===== config.mk =====
export PLATFORM = sky130hd
export DESIGN_NAME = hazard_scoreboard_flat
export DESIGN_NICKNAME = d
export VERILOG_FILES = /design/src/rtl/hazard_scoreboard_if.sv /design/src/rtl/hazard_scoreboard.sv /design/src/flat_wrapper.sv
export SDC_FILE = /design/constraint.sdc
export NUM_CORES = 1
export LEC_CHECK = 0
export ABC_AREA = 1
export CAP_MARGIN = 20
export CORE_MARGIN = 2
export CORE_UTILIZATION = 35
export DETAILED_ROUTE_END_ITERATION = 10
export PLACE_DENSITY = 0.6
export REMOVE_ABC_BUFFERS = 1
export SKIP_LAST_GASP = 1
export SYNTH_ARGS = -nofsm -noshare
export SYNTH_HDL_FRONTEND = slang
export SYNTH_SLANG_ARGS = --single-unit

===== constraint.sdc =====
create_clock -name clk -period 4.5 [get_ports clk]
set_input_delay 0.9 -clock clk [delete_from_list [all_inputs] [get_ports clk]]
set_output_delay 0.9 -clock clk [all_outputs]
set_load 0.01 [all_outputs]

===== src/rtl/hazard_scoreboard_if.sv =====
// ID-stage hazard bundle: decoded register usage in, stall/issue out.
// master = decode side driving ID fields, slave = scoreboard.
interface hazard_scoreboard_if #(
  parameter int LAT_W = 3
);
  logic             ID_Valid;
  logic [4:0]       ID_Reg_Rs;
  logic [4:0]       ID_Reg_Rt;
  logic             ID_Uses_Rs;
  logic             ID_Uses_Rt;
  logic             ID_RegWrite;
  logic [4:0]       ID_Reg_Rd;
  logic [LAT_W-1:0] ID_Latency;
  logic             Flush;
  logic             Stall;
  logic             Issue;

  modport master (
    output ID_Valid, ID_Reg_Rs, ID_Reg_Rt,
    output ID_Uses_Rs, ID_Uses_Rt,
    output ID_RegWrite, ID_Reg_Rd,
    output ID_Latency, Flush,
    input  Stall, Issue
  );

  modport slave (
    input  ID_Valid, ID_Reg_Rs, ID_Reg_Rt,
    input  ID_Uses_Rs, ID_Uses_Rt,
    input  ID_RegWrite, ID_Reg_Rd,
    input  ID_Latency, Flush,
    output Stall, Issue
  );
endinterface


===== src/rtl/hazard_scoreboard.sv =====
// Issue-side register scoreboard: per-register result countdowns,
// RAW/WAW stall decision, pending mask and saturating stall counter.
// Ports: clk, reset (sync, active-high), id (slave bundle),
// Pending_Mask (per-register outstanding), Stall_Count.
module hazard_scoreboard #(
  parameter int NREG  = 32,
  parameter int LAT_W = 3,
  parameter int CNT_W = 16
) (
  input  logic             clk,
  input  logic             reset,
  hazard_scoreboard_if.slave id,
  output logic [NREG-1:0]  Pending_Mask,
  output logic [CNT_W-1:0] Stall_Count
);

  logic [LAT_W-1:0] cnt [NREG];
  logic [LAT_W-1:0] lat_eff;
  logic [LAT_W-1:0] load_val;
  logic             raw_rs;
  logic             raw_rt;
  logic             waw;

  // latency 0 behaves as a single-cycle ALU result
  assign lat_eff  = (id.ID_Latency == '0) ? LAT_W'(1)
                                          : id.ID_Latency;
  assign load_val = lat_eff - 1'b1;

  always_comb begin
    for (int r = 0; r < NREG; r++) begin
      Pending_Mask[r] = (cnt[r] != '0);
    end
  end

  assign raw_rs = id.ID_Uses_Rs &&
                  (id.ID_Reg_Rs != 5'd0) &&
                  (cnt[id.ID_Reg_Rs] != '0);
  assign raw_rt = id.ID_Uses_Rt &&
                  (id.ID_Reg_Rt != 5'd0) &&
                  (cnt[id.ID_Reg_Rt] != '0);
  // a younger write must not land before an older one
  assign waw    = id.ID_RegWrite &&
                  (id.ID_Reg_Rd != 5'd0) &&
                  (cnt[id.ID_Reg_Rd] > load_val);

  always_comb begin
    id.Stall = !reset && !id.Flush && id.ID_Valid &&
               (raw_rs || raw_rt || waw);
    id.Issue = !reset && id.ID_Valid && !id.Flush &&
               !id.Stall;
  end

  always_ff @(posedge clk) begin
    if (reset) begin
      for (int r = 0; r < NREG; r++) begin
        cnt[r] <= '0;
      end
      Stall_Count <= '0;
    end else begin
      cnt[0] <= '0;
      for (int r = 1; r < NREG; r++) begin
        if (id.Issue && id.ID_RegWrite &&
            id.ID_Reg_Rd == 5'(r)) begin
          cnt[r] <= load_val;
        end else if (cnt[r] != '0) begin
          cnt[r] <= cnt[r] - 1'b1;
        end
      end
      if (id.Stall && Stall_Count != '1) begin
        Stall_Count <= Stall_Count + 1'b1;
      end
    end
  end

endmodule

===== src/flat_wrapper.sv =====
// flat-port wrapper written by rule: the top's interface ports become plain ports
module hazard_scoreboard_flat 
#(
  parameter int NREG  = 32,
  parameter int LAT_W = 3,
  parameter int CNT_W = 16
)
  (clk, reset, Pending_Mask, Stall_Count, id_ID_Valid, id_ID_Reg_Rs, id_ID_Reg_Rt, id_ID_Uses_Rs, id_ID_Uses_Rt, id_ID_RegWrite, id_ID_Reg_Rd, id_ID_Latency, id_Flush, id_Stall, id_Issue);
  hazard_scoreboard_if #(.LAT_W(LAT_W)) id_i ();
  input  logic clk;
  input  logic reset;
  output logic [NREG-1:0] Pending_Mask;
  output logic [CNT_W-1:0] Stall_Count;
  input wire logic [$bits(id_i.ID_Valid)-1:0] id_ID_Valid;
  input wire logic [$bits(id_i.ID_Reg_Rs)-1:0] id_ID_Reg_Rs;
  input wire logic [$bits(id_i.ID_Reg_Rt)-1:0] id_ID_Reg_Rt;
  input wire logic [$bits(id_i.ID_Uses_Rs)-1:0] id_ID_Uses_Rs;
  input wire logic [$bits(id_i.ID_Uses_Rt)-1:0] id_ID_Uses_Rt;
  input wire logic [$bits(id_i.ID_RegWrite)-1:0] id_ID_RegWrite;
  input wire logic [$bits(id_i.ID_Reg_Rd)-1:0] id_ID_Reg_Rd;
  input wire logic [$bits(id_i.ID_Latency)-1:0] id_ID_Latency;
  input wire logic [$bits(id_i.Flush)-1:0] id_Flush;
  output wire logic [$bits(id_i.Stall)-1:0] id_Stall;
  output wire logic [$bits(id_i.Issue)-1:0] id_Issue;
  assign id_i.ID_Valid = id_ID_Valid;
  assign id_i.ID_Reg_Rs = id_ID_Reg_Rs;
  assign id_i.ID_Reg_Rt = id_ID_Reg_Rt;
  assign id_i.ID_Uses_Rs = id_ID_Uses_Rs;
  assign id_i.ID_Uses_Rt = id_ID_Uses_Rt;
  assign id_i.ID_RegWrite = id_ID_RegWrite;
  assign id_i.ID_Reg_Rd = id_ID_Reg_Rd;
  assign id_i.ID_Latency = id_ID_Latency;
  assign id_i.Flush = id_Flush;
  assign id_Stall = id_i.Stall;
  assign id_Issue = id_i.Issue;
  hazard_scoreboard #(.NREG(NREG), .LAT_W(LAT_W), .CNT_W(CNT_W)) u_core (.clk(clk), .reset(reset), .id(id_i), .Pending_Mask(Pending_Mask), .Stall_Count(Stall_Count));
endmodule

==> After elaboration in Yosys (flattened, before gate mapping) <==
Memories as Yosys holds them, arrays and structs flattened.
Cells that the tools add are included.
Widths: inputs -> output; s select.
{ "totals": {"output_inout_bits": 50, "ram_bits": 96, "mem_count": 1, "wordCells": 503, "reg_bits": 16, "inputBits": 25} }
{ "op_classes": {"mux": 284, "eq_ne": 32, "n_lt_le_gt_ge": 1, "n_bitwise": 63, "n_addsub": 33, "reduce_logical": 88} }
{ "mem_list": {"columns": ["name", "words", "word_bits", "rd", "rd_ports_with_merged_regs", "write_ports", "line_no", "rtl"], "rows": [
  ["u_core.cnt", 32, 3, 35, 0, 32, "hazard_scoreboard.sv:17", "logic [LAT_W-1:0] cnt [NREG];"]
]} }
{ "ops": {"columns": ["op", "count"], "rows": [
  ["$mux 1", 220],
  ["$mux 3", 64],
  ["$reduce_bool 3->1", 34],
  ["$sub 3x1->3 const B", 32],
  ["$eq 5x5->1 const B", 16],
  ["$or 1x1->1", 63],
  ["$logic_and 1x1->1", 45],
  ["$eq 5x4->1 const B", 8],
  ["$eq 5x3->1 const B", 4],
  ["$add 16x1->16 const B", 1],
  ["$ne 16x16->1 const B", 1],
  ["$reduce_bool 5->1", 3],
  ["$eq 5x2->1 const B", 2],
  ["$eq 5x1->1 const B", 1],
  ["$gt 3x3->1", 1],
  ["$logic_not 1->1", 3],
  ["$logic_not 3->1", 1],
  ["$logic_or 1x1->1", 2]
]} }

==> Depth between registers and ports, before layout <==
Gate-level depths: netlist of the first run.
{ "depth": {"word_depth": 16, "depth_mapped": 21, "ltp_nobuf": 19} }

==> Least setup slack after synthesis of the first run <==
No wires, ideal clock.
{ "synth_path": {"path_kind": "input -> output", "start": "input id_ID_Reg_Rd[4]", "end": "output id_Stall", "setup_slack_ps": 490, "cell_stages": 14, "arrival_time_ps": 3110, "cell_sequence": "clkbuf_1 inv_1 clkbuf_1 o21ai_0 a2111oi_0 a31oi_1 ha_1 nand2_1 o21ai_0 o2111ai_1 nand2_2 o21ai_1 inv_2 buf_2"} }
{ "synth_between": {"elab_chain_len": 5, "elab_cells_between_ends": 7} }
{ "synth_lines": {"columns": ["element", "line_no", "rtl"], "rows": [
  ["from (decl)", "flat_wrapper.sv:20", "input wire logic [$bits(id_i.ID_Reg_Rd)-1:0] id_ID_Reg_Rd;"],
  ["$mem_v2 32x3 / $reduce_bool 5->1 (equally long branches)", null, null],
  ["$gt 3x3->1 / $logic_and 1x1->1 (equally long branches)", "hazard_scoreboard.sv:44, hazard_scoreboard.sv:42", null],
  ["$logic_and 1x1->1 *", "hazard_scoreboard.sv:43", "(id.ID_Reg_Rd != 5'd0) &&"],
  ["$logic_or 1x1->1 *", "hazard_scoreboard.sv:48", "(raw_rs || raw_rt || waw);"],
  ["$logic_and 1x1->1 *", "hazard_scoreboard.sv:47", "id.Stall = !reset && !id.Flush && id.ID_Valid &&"],
  ["to (decl)", "flat_wrapper.sv:23", "output wire logic [$bits(id_i.Stall)-1:0] id_Stall;"]
]} }
Mark *: on every way between the ends. The rest lies on a longest branch, timed or not.

==> Worst setup path after layout of the first run <==
{ "layout_path": {"start": "input id_ID_Reg_Rd[0]", "end": "output id_Issue"} }
{ "layout_between": {"elab_chain_len": 7, "elab_cells_between_ends": 9} }
{ "layout_lines": {"columns": ["element", "line_no", "rtl"], "rows": [
  ["$mem_v2 32x3 / $reduce_bool 5->1 (equally long branches)", null, null],
  ["$gt 3x3->1 / $logic_and 1x1->1 (equally long branches)", "hazard_scoreboard.sv:44, hazard_scoreboard.sv:42", null],
  ["$logic_and 1x1->1 *", "hazard_scoreboard.sv:43", null],
  ["$logic_or 1x1->1 *", "hazard_scoreboard.sv:48", null],
  ["$logic_and 1x1->1 *", "hazard_scoreboard.sv:47", null],
  ["$logic_not 1->1 *", "hazard_scoreboard.sv:50", "!id.Stall;"],
  ["$logic_and 1x1->1 *", "hazard_scoreboard.sv:49", "id.Issue = !reset && id.ID_Valid && !id.Flush &&"],
  ["to (decl)", "flat_wrapper.sv:24", "output wire logic [$bits(id_i.Issue)-1:0] id_Issue;"]
]} }
Marks and branches as above.

==> flow_metrics.env, run 1 <==
export IMPL_die_x_um=176
export IMPL_cellLeakagePower_nw=5.81
export IMPL_drc=0
export IMPL_finalClockSkew_ns=0.0160
export IMPL_hold_path_cell_count=2
export IMPL_firstDrtPassIters=7
export IMPL_ir_drop_uv=202
export IMPL_met1_length_um=14800
export IMPL_synth_top_cells_by_area="edfxtp_1, nand2_1, ha_1"
export IMPL_ys_seq_area_share_pct=30.2
export IMPL_finalNetCount=1606
export IMPL_ys_types=46
export IMPL_synthAdderAreaFrac_pct=8.12
export IMPL_dp_cells=1887
export IMPL_status="finished clean"
export IMPL_p_per_area_mw_per_mm2=457
export IMPL_period_share_pct=95.9
export IMPL_setup_viol=0
export IMPL_drive_above_1_share_pct=14.5
export IMPL_endpoint_kind="primary output"
export IMPL_root_buffer="clkbuf_16"
export IMPL_synth_seq_cells=109
export IMPL_start_util_pct=35.8
export IMPL_synth_compound_area_share_pct=11.7
export IMPL_post_drt_wl_per_cell_um=17.8
export IMPL_reg2reg_depth=17
export IMPL_drt_iter0_markers=931
export IMPL_antenna_found_initial=0
export IMPL_worstReg2RegStart="u_core.cnt[19][2]"
export IMPL_ys_flop_type="edfxtp_1"
export IMPL_ctsHtreeMaxLevel=3
export IMPL_met3_length_um=2200
export IMPL_setup_ws_ns=0.184
export IMPL_synth_simple_area_share_pct=34.4
export IMPL_critPathArrivalTime_ns=3.42
export IMPL_path_max_fanout=9
export IMPL_maxCapViolations=0
export IMPL_path_class="in2out"
export IMPL_hold_violations=0
export IMPL_hold_start="u_core.Stall_Count[7]"
export IMPL_dp_hpwl_um=25900
export IMPL_cts_buffer_depth=2
export IMPL_hold_class="reg2reg"
export IMPL_synth_top_cell_by_area="edfxtp_1"
export IMPL_core_area_mm2=0.0289
export IMPL_viasPerCell=5.25
export IMPL_drv_slew=0
export IMPL_rsz0062_at_grt="false"
export IMPL_antenna_left=0
export IMPL_worstSkewPairLatency_ns=0.37
export IMPL_required_ns=3.60
export IMPL_cts_sinks=109
export IMPL_totalWireLength_um=33800
export IMPL_fin_crit_ns=4.32
export IMPL_synth_top_cell_area_share_pct=27.1
export IMPL_avgSynthCellArea_um2=7.40
export IMPL_grt_usage_pct=22.1
export IMPL_timing_rr_end="u_core.cnt[26][0]"
export IMPL_start_kind="input port"
export IMPL_grt_pass1_vias=9634
export IMPL_vias=9988
export IMPL_critPathLaunch="id_ID_Reg_Rd[0]"
export IMPL_die_y_um=176
export IMPL_netlist_instances=1395
export IMPL_r2r_slack_ns=0.85
export IMPL_hold_buffers=0
export IMPL_grt_ovfl_total=0
export IMPL_power_total_w=0.00562
export IMPL_max_slew_margin_pct=45.8
export IMPL_diodes=0
export IMPL_grt_max_degree=98
export IMPL_io_pins=75
export IMPL_async_reset_ff_share_pct=0
export IMPL_syn_cell_area_mm2=0.0103
export IMPL_wl_met2_um=15600
export IMPL_cts_tree="done"
export IMPL_grt_pass1_wl_um=53100
export IMPL_synth_top_family_by_area="simple AND/OR/NAND/NOR gates"
export IMPL_rows=62
export IMPL_top_signal_layer_used="met4"
export IMPL_synth_mux_area_share_pct=0
export IMPL_final_cell_count_no_fill=1903
export IMPL_cp_endpoint="id_Issue"
export IMPL_synthTopCellsByCount="nand2_1, inv_1, nand3_1, nor2_1, edfxtp_1"
export IMPL_yosys_area_share_xor_xnor_pct=3.65
export IMPL_port_buffers=73
export IMPL_ys_warn_count=0
export IMPL_clk_pin_slew_ns=0.09
export IMPL_tightestPinTransition_ns=0.812
export IMPL_synth_edf_count=93
export IMPL_place_gp_congestion=0.991
export IMPL_dp_slack_ns=-0.779
export IMPL_fmax_mhz=232
export IMPL_synth_most_common_cell="nand2_1"
export IMPL_dieArea_mm2=0.0309
export IMPL_areaGrowthSynthToFinish_pct=19.4
export IMPL_cts_inserted_buffers=9
-- what timing repair did --
item | in CTS | in global routing
gates resized for setup | 25 | 19
endpoints found under the setup margin | 8 | 2
hold endpoints to repair | 0 | 0
buffers inserted | 0 | 1
pin swaps | 3 | 11
-- layout make-up --
cell class                 instances  area [um2]
inverter                         229         866
tap                              384         480
clock buffer                       9         225
clock inverter                     7        62.6
timing repair buffer             169        1510
sequential                       109        3110
multi-input combinational        996        6060
fill                            2980       16500
-- worst max-delay path: stages --
cell and delay (ns):
buf_2 0.15, inv_2 0.11, nor2_4 0.05, inv_2 0.08
buf_12 0.12, o21ai_0 0.08, o21ai_1 0.18, nand3_1 0.12
a211oi_2 0.23, a21oi_1 0.07, ha_1 0.31, a21oi_2 0.12
o21ai_0 0.09, o2111ai_1 0.10, nand2_2 0.16, nor2_8 0.12
nand2_1 0.07, inv_2 0.10, dlygate4sd2_1 0.27
-- state kept, by name, indices dropped and copies added (netlist names) --
signal              count
u_core.cnt             93
u_core.Stall_Count     16
-- power by group --
| part | switching, W | total [W] | internal, W |
|---|---|---|---|
| logic | 0.00184 | 0.00301 | 0.00117 |
| clock network | 0.000447 | 0.000839 | 0.000392 |
| registers | 0.000256 | 0.00177 | 0.00152 |
| total | 0.00255 | 0.00562 | 0.00308 |
-- stage by stage --
stage | hold slack [ns] | util, % | setup TNS (ns) | instance area (um2)
6_report | 0.501 | 42.7 | 0 | 12300
5_1_grt | 0.520 | 42.7 | 0 | 12300
4_1_cts | 0.498 | 42.6 | 0 | 12300
3_5_place_dp | 0.480 | 41.5 | -42.61 | 12000
3_3_place_gp | 0.479 | 41.5 | -36.26 | 12000
2_1_floorplan | 0.492 | - | -341.63 | 9950
-- kinds of logic (layout without fill, tap and decap cells) --
| family | after synthesis | count (layout) |
|---|---|---|
| simple gates | 693 | 693 |
| buf+inv | 290 | 414 |
| fa+ha+maj | 67 | 67 |
| other cells | 1 | 1 |
| compound gates | 192 | 192 |
| xor+xnor | 43 | 43 |
| flops | 109 | 109 |
-- how the worst min path moves through the flow --
stage                     slack (ns)                endpoint
after detailed placement        0.48  u_core.Stall_Count[15]
after CTS                       0.50  u_core.Stall_Count[15]
final                           0.50   u_core.Stall_Count[7]
after floorplan                 0.49  u_core.Stall_Count[15]
after global placement          0.48  u_core.Stall_Count[15]
after global routing            0.52   u_core.Stall_Count[7]
-- cell usage in the layout, fill, tap and decap left out, types with 7 or more instances in the layout --
cell             count
o22ai_1             17
buf_4               88
dfxtp_1             16
nand3_1            111
o21ai_1             26
clkbuf_16            9
edfxtp_1            93
nand4_4             24
clkdlybuf4s50_1     65
ha_1                67
nor2_1             105
o211ai_1             7
o21ai_0             50
xnor2_1             20
o31ai_1             41
inv_2               15
xor2_1              22
a21oi_1             23
inv_1              209
nand2_1            359
nand3_2             30
nor3_1              10
nand4_1             29
-- routing by layer --
metal	vias to the layer above	global-route usage (%)
met4	0	8.64
met5	-	0
li1	4877	-
met2	407	36.2
met1	4625	29.1
met3	79	3.81
Note: power is estimated with default switching activity, not from simulation.
==> run 2, diff against run 1 <==
--- a/config.mk
+++ b/config.mk
@@ -10,6 +10,7 @@
 export CORE_MARGIN = 2
 export CORE_UTILIZATION = 35
 export DETAILED_ROUTE_END_ITERATION = 10
+export MAX_ROUTING_LAYER = met4
 export PLACE_DENSITY = 0.6
 export REMOVE_ABC_BUFFERS = 1
 export SKIP_LAST_GASP = 1
==> run 2 against run 1 <==
Compared with the run above:
- critical endpoint is now id_Stall
- first-iteration DRC count fell by 7.4%
- clock-buffer cell count is the same
- critical path depth down 3
- largest power group unchanged
- die area did not move
- sequential power barely moved
- non-clock buffer count decreased by 2
- core utilization fell by 0.13 points
- maximum frequency is 0.40% lower
==> flow_metrics.env, run 2 (synthesis gave the netlist of run 1 again) <==
export IMPL_status="finished clean"
export IMPL_drt_iter0_markers=862
export IMPL_period_share_pct=96.3
export IMPL_max_slew_margin_pct=46.4
export IMPL_grt_ovfl_total=0
export IMPL_cellLeakagePower_nw=5.79
export IMPL_grt_max_degree=98
export IMPL_path_max_fanout=6
export IMPL_met3_usage_pct=2.94
export IMPL_met2_usage_pct=37.6
export IMPL_viasPerCell=5.25
export IMPL_grt_pass1_wl_um=53500
export IMPL_ir_drop_uv=181
export IMPL_final_cell_count_no_fill=1901
export IMPL_final_common_cell="nand2_1"
export IMPL_maxCapViolations=0
export IMPL_drv_slew=0
export IMPL_fin_crit_ns=4.33
export IMPL_finalClockSkew_ns=0.0173
export IMPL_dp_cells=1886
export IMPL_worstSkewPairLatency_ns=0.38
export IMPL_reg_largest_list="u_core.cnt x93, u_core.Stall_Count x16"
export IMPL_grtUsageMet1_pct=29.1
export IMPL_totalWireLength_um=33700
export IMPL_antenna_left=0
export IMPL_tightestPinTransition_ns=0.805
export IMPL_die_x_um=176
export IMPL_antenna_found_initial=0
export IMPL_start_util_pct=35.8
export IMPL_p_per_area_mw_per_mm2=456
export IMPL_hold_buffers=0
export IMPL_final_cell_mix="nand2_1, inv_1, nand3_1, nor2_1, edfxtp_1"
export IMPL_vias=9985
export IMPL_critPathArrivalTime_ns=3.43
export IMPL_root_buffer="clkbuf_16"
export IMPL_top_usage_layer="met2"
export IMPL_dieArea_mm2=0.0309
export IMPL_start_kind="input port"
export IMPL_largest_reg_flops=93
export IMPL_dp_hpwl_um=25900
export IMPL_cts_buffer_depth=2
export IMPL_grt_usage_pct=22.8
export IMPL_fmax_mhz=231
export IMPL_hold_violations=0
export IMPL_place_gp_congestion=0.995
export IMPL_firstDrtPassIters=6
export IMPL_largest_register="u_core.cnt"
export IMPL_power_total_w=0.00560
export IMPL_finalNetCount=1604
export IMPL_areaGrowthSynthToFinish_pct=19.0
export IMPL_core_area_mm2=0.0289
export IMPL_cts_inserted_buffers=9
export IMPL_port_buffers=73
export IMPL_path_class="in2out"
export IMPL_setup_viol=0
export IMPL_ctsHtreeMaxLevel=3
export IMPL_diodes=0
export IMPL_rsz0062_at_grt="false"
export IMPL_rows=62
export IMPL_die_y_um=176
export IMPL_hold_class="reg2reg"
export IMPL_required_ns=3.60
export IMPL_clk_pin_slew_ns=0.08
export IMPL_drc=0
export IMPL_post_drt_wl_per_cell_um=17.8
export IMPL_io_pins=75
export IMPL_cts_tree="done"
export IMPL_grt_pass1_vias=9577
export IMPL_drive_above_1_share_pct=14.2
export IMPL_endpoint_kind="primary output"
export IMPL_cts_sinks=109
## run 2: critical path, cell delays in order
cell	delay, ns
dlygate4sd2_1	0.32
buf_4	0.17
nor2_1	0.04
buf_4	0.15
o21ai_1	0.08
nand3_1	0.12
a211oi_2	0.22
a21oi_1	0.06
ha_1	0.31
a21oi_1	0.14
o21ai_0	0.09
o2111ai_1	0.10
nand2_2	0.15
o21ai_4	0.22
inv_2	0.05
dlygate4sd2_1	0.29
## run 2: power breakdown
group	internal [W]	leakage, nW	switching (W)
Clock	0.000392	0.145	0.000443
Combinational	0.00115	4.50	0.00184
Sequential	0.00152	1.14	0.000257
Total	0.00306	5.79	0.00254
## run 2: area by class of cell
class | count | area, um2
Multi-Input combinational cell | 996 | 6040
Inverter | 229 | 866
Clock inverter | 7 | 62.6
Tap cell | 384 | 480
Clock buffer | 9 | 225
Sequential cell | 109 | 3110
Timing Repair Buffer | 167 | 1490
Fill cell | 2916 | 16600
## run 2: path summary, 6_finish.rpt
kind	from	to	slack, ns	depth (start not counted)
worst max-delay path	id_ID_Reg_Rd[3]	id_Stall	0.17	16
worst min-delay path	u_core.Stall_Count[15]	u_core.Stall_Count[15]	0.50	2
worst max register to register	u_core.cnt[27][2]	u_core.cnt[26][2]	0.84	17
worst min register to register	u_core.Stall_Count[15]	u_core.Stall_Count[15]	0.50	2
## run 2: metal layers
layer | wire, um | part of all wire (%)
met4 | 994 | 2.9
met1 | 15100 | 45
met5 | 0 | 0
met2 | 15700 | 46
met3 | 2020 | 6.0
## run 2: metrics by stage
stage | setup WS (ns) | area (um2) | util (%) | setup TNS, ns | hold slack (ns)
2_1_floorplan | -2.27 | 9950 | - | -341.63 | 0.492
3_5_place_dp | -0.735 | 12000 | 41.4 | -30.13 | 0.481
5_1_grt | 0.0332 | 12300 | 42.6 | 0 | 0.528
4_1_cts | 0.00555 | 12300 | 42.6 | 0 | 0.495
6_report | 0.167 | 12300 | 42.6 | 0 | 0.497
3_3_place_gp | -0.790 | 12000 | 41.4 | -37.78 | 0.480
## run 2: repair_timing
item | in CTS | in global routing
pin swaps | 2 | 9
endpoints found under the setup margin | 2 | 2
setup buffers | 0 | 0
resized for setup | 24 | 13
==> run 3, diff against run 2 <==
--- a/config.mk
+++ b/config.mk
@@ -11,7 +11,8 @@
 export CORE_UTILIZATION = 35
 export DETAILED_ROUTE_END_ITERATION = 10
 export MAX_ROUTING_LAYER = met4
-export PLACE_DENSITY = 0.6
+export PLACE_DENSITY = 0.62
+export RECOVER_POWER = 100
 export REMOVE_ABC_BUFFERS = 1
 export SKIP_LAST_GASP = 1
 export SYNTH_ARGS = -nofsm -noshare
==> constraint.sdc (replaced) <==
create_clock -name clk -period 3.6 [get_ports clk]
set_input_delay 0.72 -clock clk [delete_from_list [all_inputs] [get_ports clk]]
set_output_delay 0.72 -clock clk [all_outputs]
set_load 0.01 [all_outputs]
==> run 3 against run 2 <==
Compared with the run above:
- non-clock buffer count is 72 higher
- global-route usage is 0.45 points higher
- sequential cell count stayed put
- register-to-register slack worse by 0.70 ns
- the flow now finishes with violations (setup timing)
- cell count is 3.8% higher
- routed wire length is 4.4% higher
==> flow_metrics.env, run 3 (synthesis gave the netlist of run 1 again) <==
export IMPL_r2r_slack_ns=0.14
export IMPL_port_buffers=73
export IMPL_tightestPinTransition_ns=0.803
export IMPL_antenna_found_initial=0
export IMPL_status="complete, but fails checks"
export IMPL_grt_pass1_vias=9802
export IMPL_grt_pass1_wl_um=53900
export IMPL_core_area_mm2=0.0289
export IMPL_p_per_area_mw_per_mm2=558
export IMPL_endpoint_kind="primary output"
export IMPL_crit_chain="buf_12 -> buf_6 -> nor2_4 -> buf_12 -> a22oi_1 -> o221ai_1 -> a211oi_2 -> a31oi_1 -> ha_1 -> nand2_1 -> o21ai_2 -> o2111ai_2 -> nand2_2 -> buf_6 -> nor2_8 -> nand2_2 -> inv_2 -> buf_6"
export IMPL_io_pins=75
export IMPL_clk_pin_slew_ns=0.08
export IMPL_start_kind="input port"
export IMPL_areaGrowthSynthToFinish_pct=27.5
export IMPL_vias=10200
export IMPL_hold_buffers=0
export IMPL_dieArea_mm2=0.0309
export IMPL_finalSetupTns_ns=-0.938
export IMPL_rsz0062_at_grt="true"
export IMPL_cellLeakagePower_nw=6.26
export IMPL_worstSkewPairLatency_ns=0.38
export IMPL_fin_crit_ns=3.74
export IMPL_power_total_w=0.00734
export IMPL_drv_slew=0
export IMPL_path_buf_inv=6
export IMPL_final_common_cell="nand2_1"
export IMPL_hold_violations=0
export IMPL_finalClockSkew_ns=0.0211
export IMPL_dpl_cell_area_mm2=0.0125
export IMPL_cts_tree="done"
export IMPL_firstDrtPassIters=7
export IMPL_largest_register="u_core.cnt"
export IMPL_crit_path_frequent_cell="buf_6"
export IMPL_die_x_um=176
export IMPL_hold_class="reg2reg"
export IMPL_rows=62
export IMPL_max_slew_margin_pct=46.4
export IMPL_min_to="u_core.Stall_Count[15]"
export IMPL_place_gp_congestion=0.987
export IMPL_grt_usage_pct=23.2
export IMPL_grt_ovfl_total=0
export IMPL_fmax_mhz=267
export IMPL_cts_buffer_depth=2
export IMPL_antenna_left=0
export IMPL_violations="setup timing"
export IMPL_setup_ws_ns=-0.145
export IMPL_timing_hold_ws_ns=0.482
export IMPL_drc=0
export IMPL_fill_cells=2960
export IMPL_finalNetCount=1676
export IMPL_largest_reg_flops=93
export IMPL_drive_above_1_share_pct=20.3
export IMPL_final_cell_mix="nand2_1, inv_1, buf_4, nor2_1, nand3_1"
export IMPL_start_util_pct=35.8
export IMPL_dp_slack_ns=-1.32
export IMPL_ctsHtreeMaxLevel=3
export IMPL_post_drt_wl_per_cell_um=17.9
export IMPL_setup_viol=26
export IMPL_root_buffer="clkbuf_16"
export IMPL_die_y_um=176
export IMPL_critPathTopFamily="compound AO/OA/AOI/OAI gates"
export IMPL_cts_inserted_buffers=9
export IMPL_reg2reg_depth=20
export IMPL_cts_sinks=109
export IMPL_final_cell_area_mm2=0.0132
export IMPL_viasPerCell=5.18
export IMPL_reg_largest_list="u_core.cnt x93, u_core.Stall_Count x16"
export IMPL_totalWireLength_um=35200
export IMPL_diodes=0
export IMPL_ir_drop_uv=270
export IMPL_grt_max_degree=98
export IMPL_path_class="in2out"
export IMPL_hold_path_cell_count=2
export IMPL_cpMaxStageDelayCell="ha_1"
export IMPL_maxCapViolations=0
export IMPL_dp_hpwl_um=26800
export IMPL_drt_iter0_markers=808
export IMPL_path_max_fanout=6
export IMPL_worstReg2RegStart="u_core.cnt[22][1]"
export IMPL_timing_rr_end="u_core.cnt[31][2]"
export IMPL_critPathArrivalTime_ns=3.02
export IMPL_period_share_pct=104
export IMPL_hold_start="u_core.Stall_Count[15]"
export IMPL_required_ns=2.88
export IMPL_cpPeakStageDelay_ns=0.31
-- run 3: changes by cell type in the layout (fill, tap and decap cells not counted), moves of 6 or more --
cell             delta
buf_12              +8
buf_4              +57
buf_6               +6
clkdlybuf4s50_1    -48
dlygate4sd3_1      +47
nand3_1             -9
nand3_2             +8
o21ai_0            -14
o21ai_1             +9
-- run 3: metal layers --
metal	track usage (%)	part of all wire [%]
met1	28.8	43
met2	37.1	46
met3	4.26	6.8
met4	9.92	4.3
met5	-	0
-- run 3: timing repair --
action / CTS / global route
setup buffers: 7 / 1
resized for setup: 64 / 47
pin swaps: 10 / 20
gates cloned: 2 / 1
endpoints found under the setup margin: 204 / 185
-- run 3: how the worst max path moves through the flow --
stage | startpoint | to | slack [ns] | depth (start not counted)
after floorplan | reset | id_Stall | -2.81 | 5
final | id_ID_Reg_Rd[0] | id_Issue | -0.14 | 18
after global placement | id_ID_Reg_Rd[0] | id_Stall | -1.33 | 17
after global routing | id_ID_Reg_Rd[0] | id_Issue | -0.25 | 20
after CTS | id_ID_Reg_Rd[0] | id_Issue | -0.15 | 20
after detailed placement | id_ID_Reg_Rd[0] | id_Stall | -1.32 | 18
-- run 3: where the power goes --
part / total, W / internal [W] / switching, W
clock network: 0.00107 / 0.000533 / 0.000538
registers: 0.00217 / 0.00190 / 0.000275
logic: 0.00410 / 0.00165 / 0.00245
total: 0.00734 / 0.00408 / 0.00326
-- run 3: tightest hold or removal path: stages (launching register included) --
cell and delay [ns]:
dfxtp_1 0.33, nand2_1 0.06, a21oi_1 0.05
-- run 3: area by class of cell --
class	instances	area [um2]	area share [%]
Multi-Input combinational cell	996	6220	47.3
Clock buffer	10	250	1.90
Clock inverter	6	57.6	0.437
Timing Repair Buffer	239	2170	16.5
Inverter	229	870	6.61
Tap cell	384	480	3.65
Sequential cell	109	3110	23.7
-- run 3: stage by stage --
step,utilization [%],std cells
after floorplan,-,1334
after global placement,43.3,1946
after detailed placement,43.3,1946
after CTS,45.0,1971
after global routing,45.6,1973
final,45.6,1973
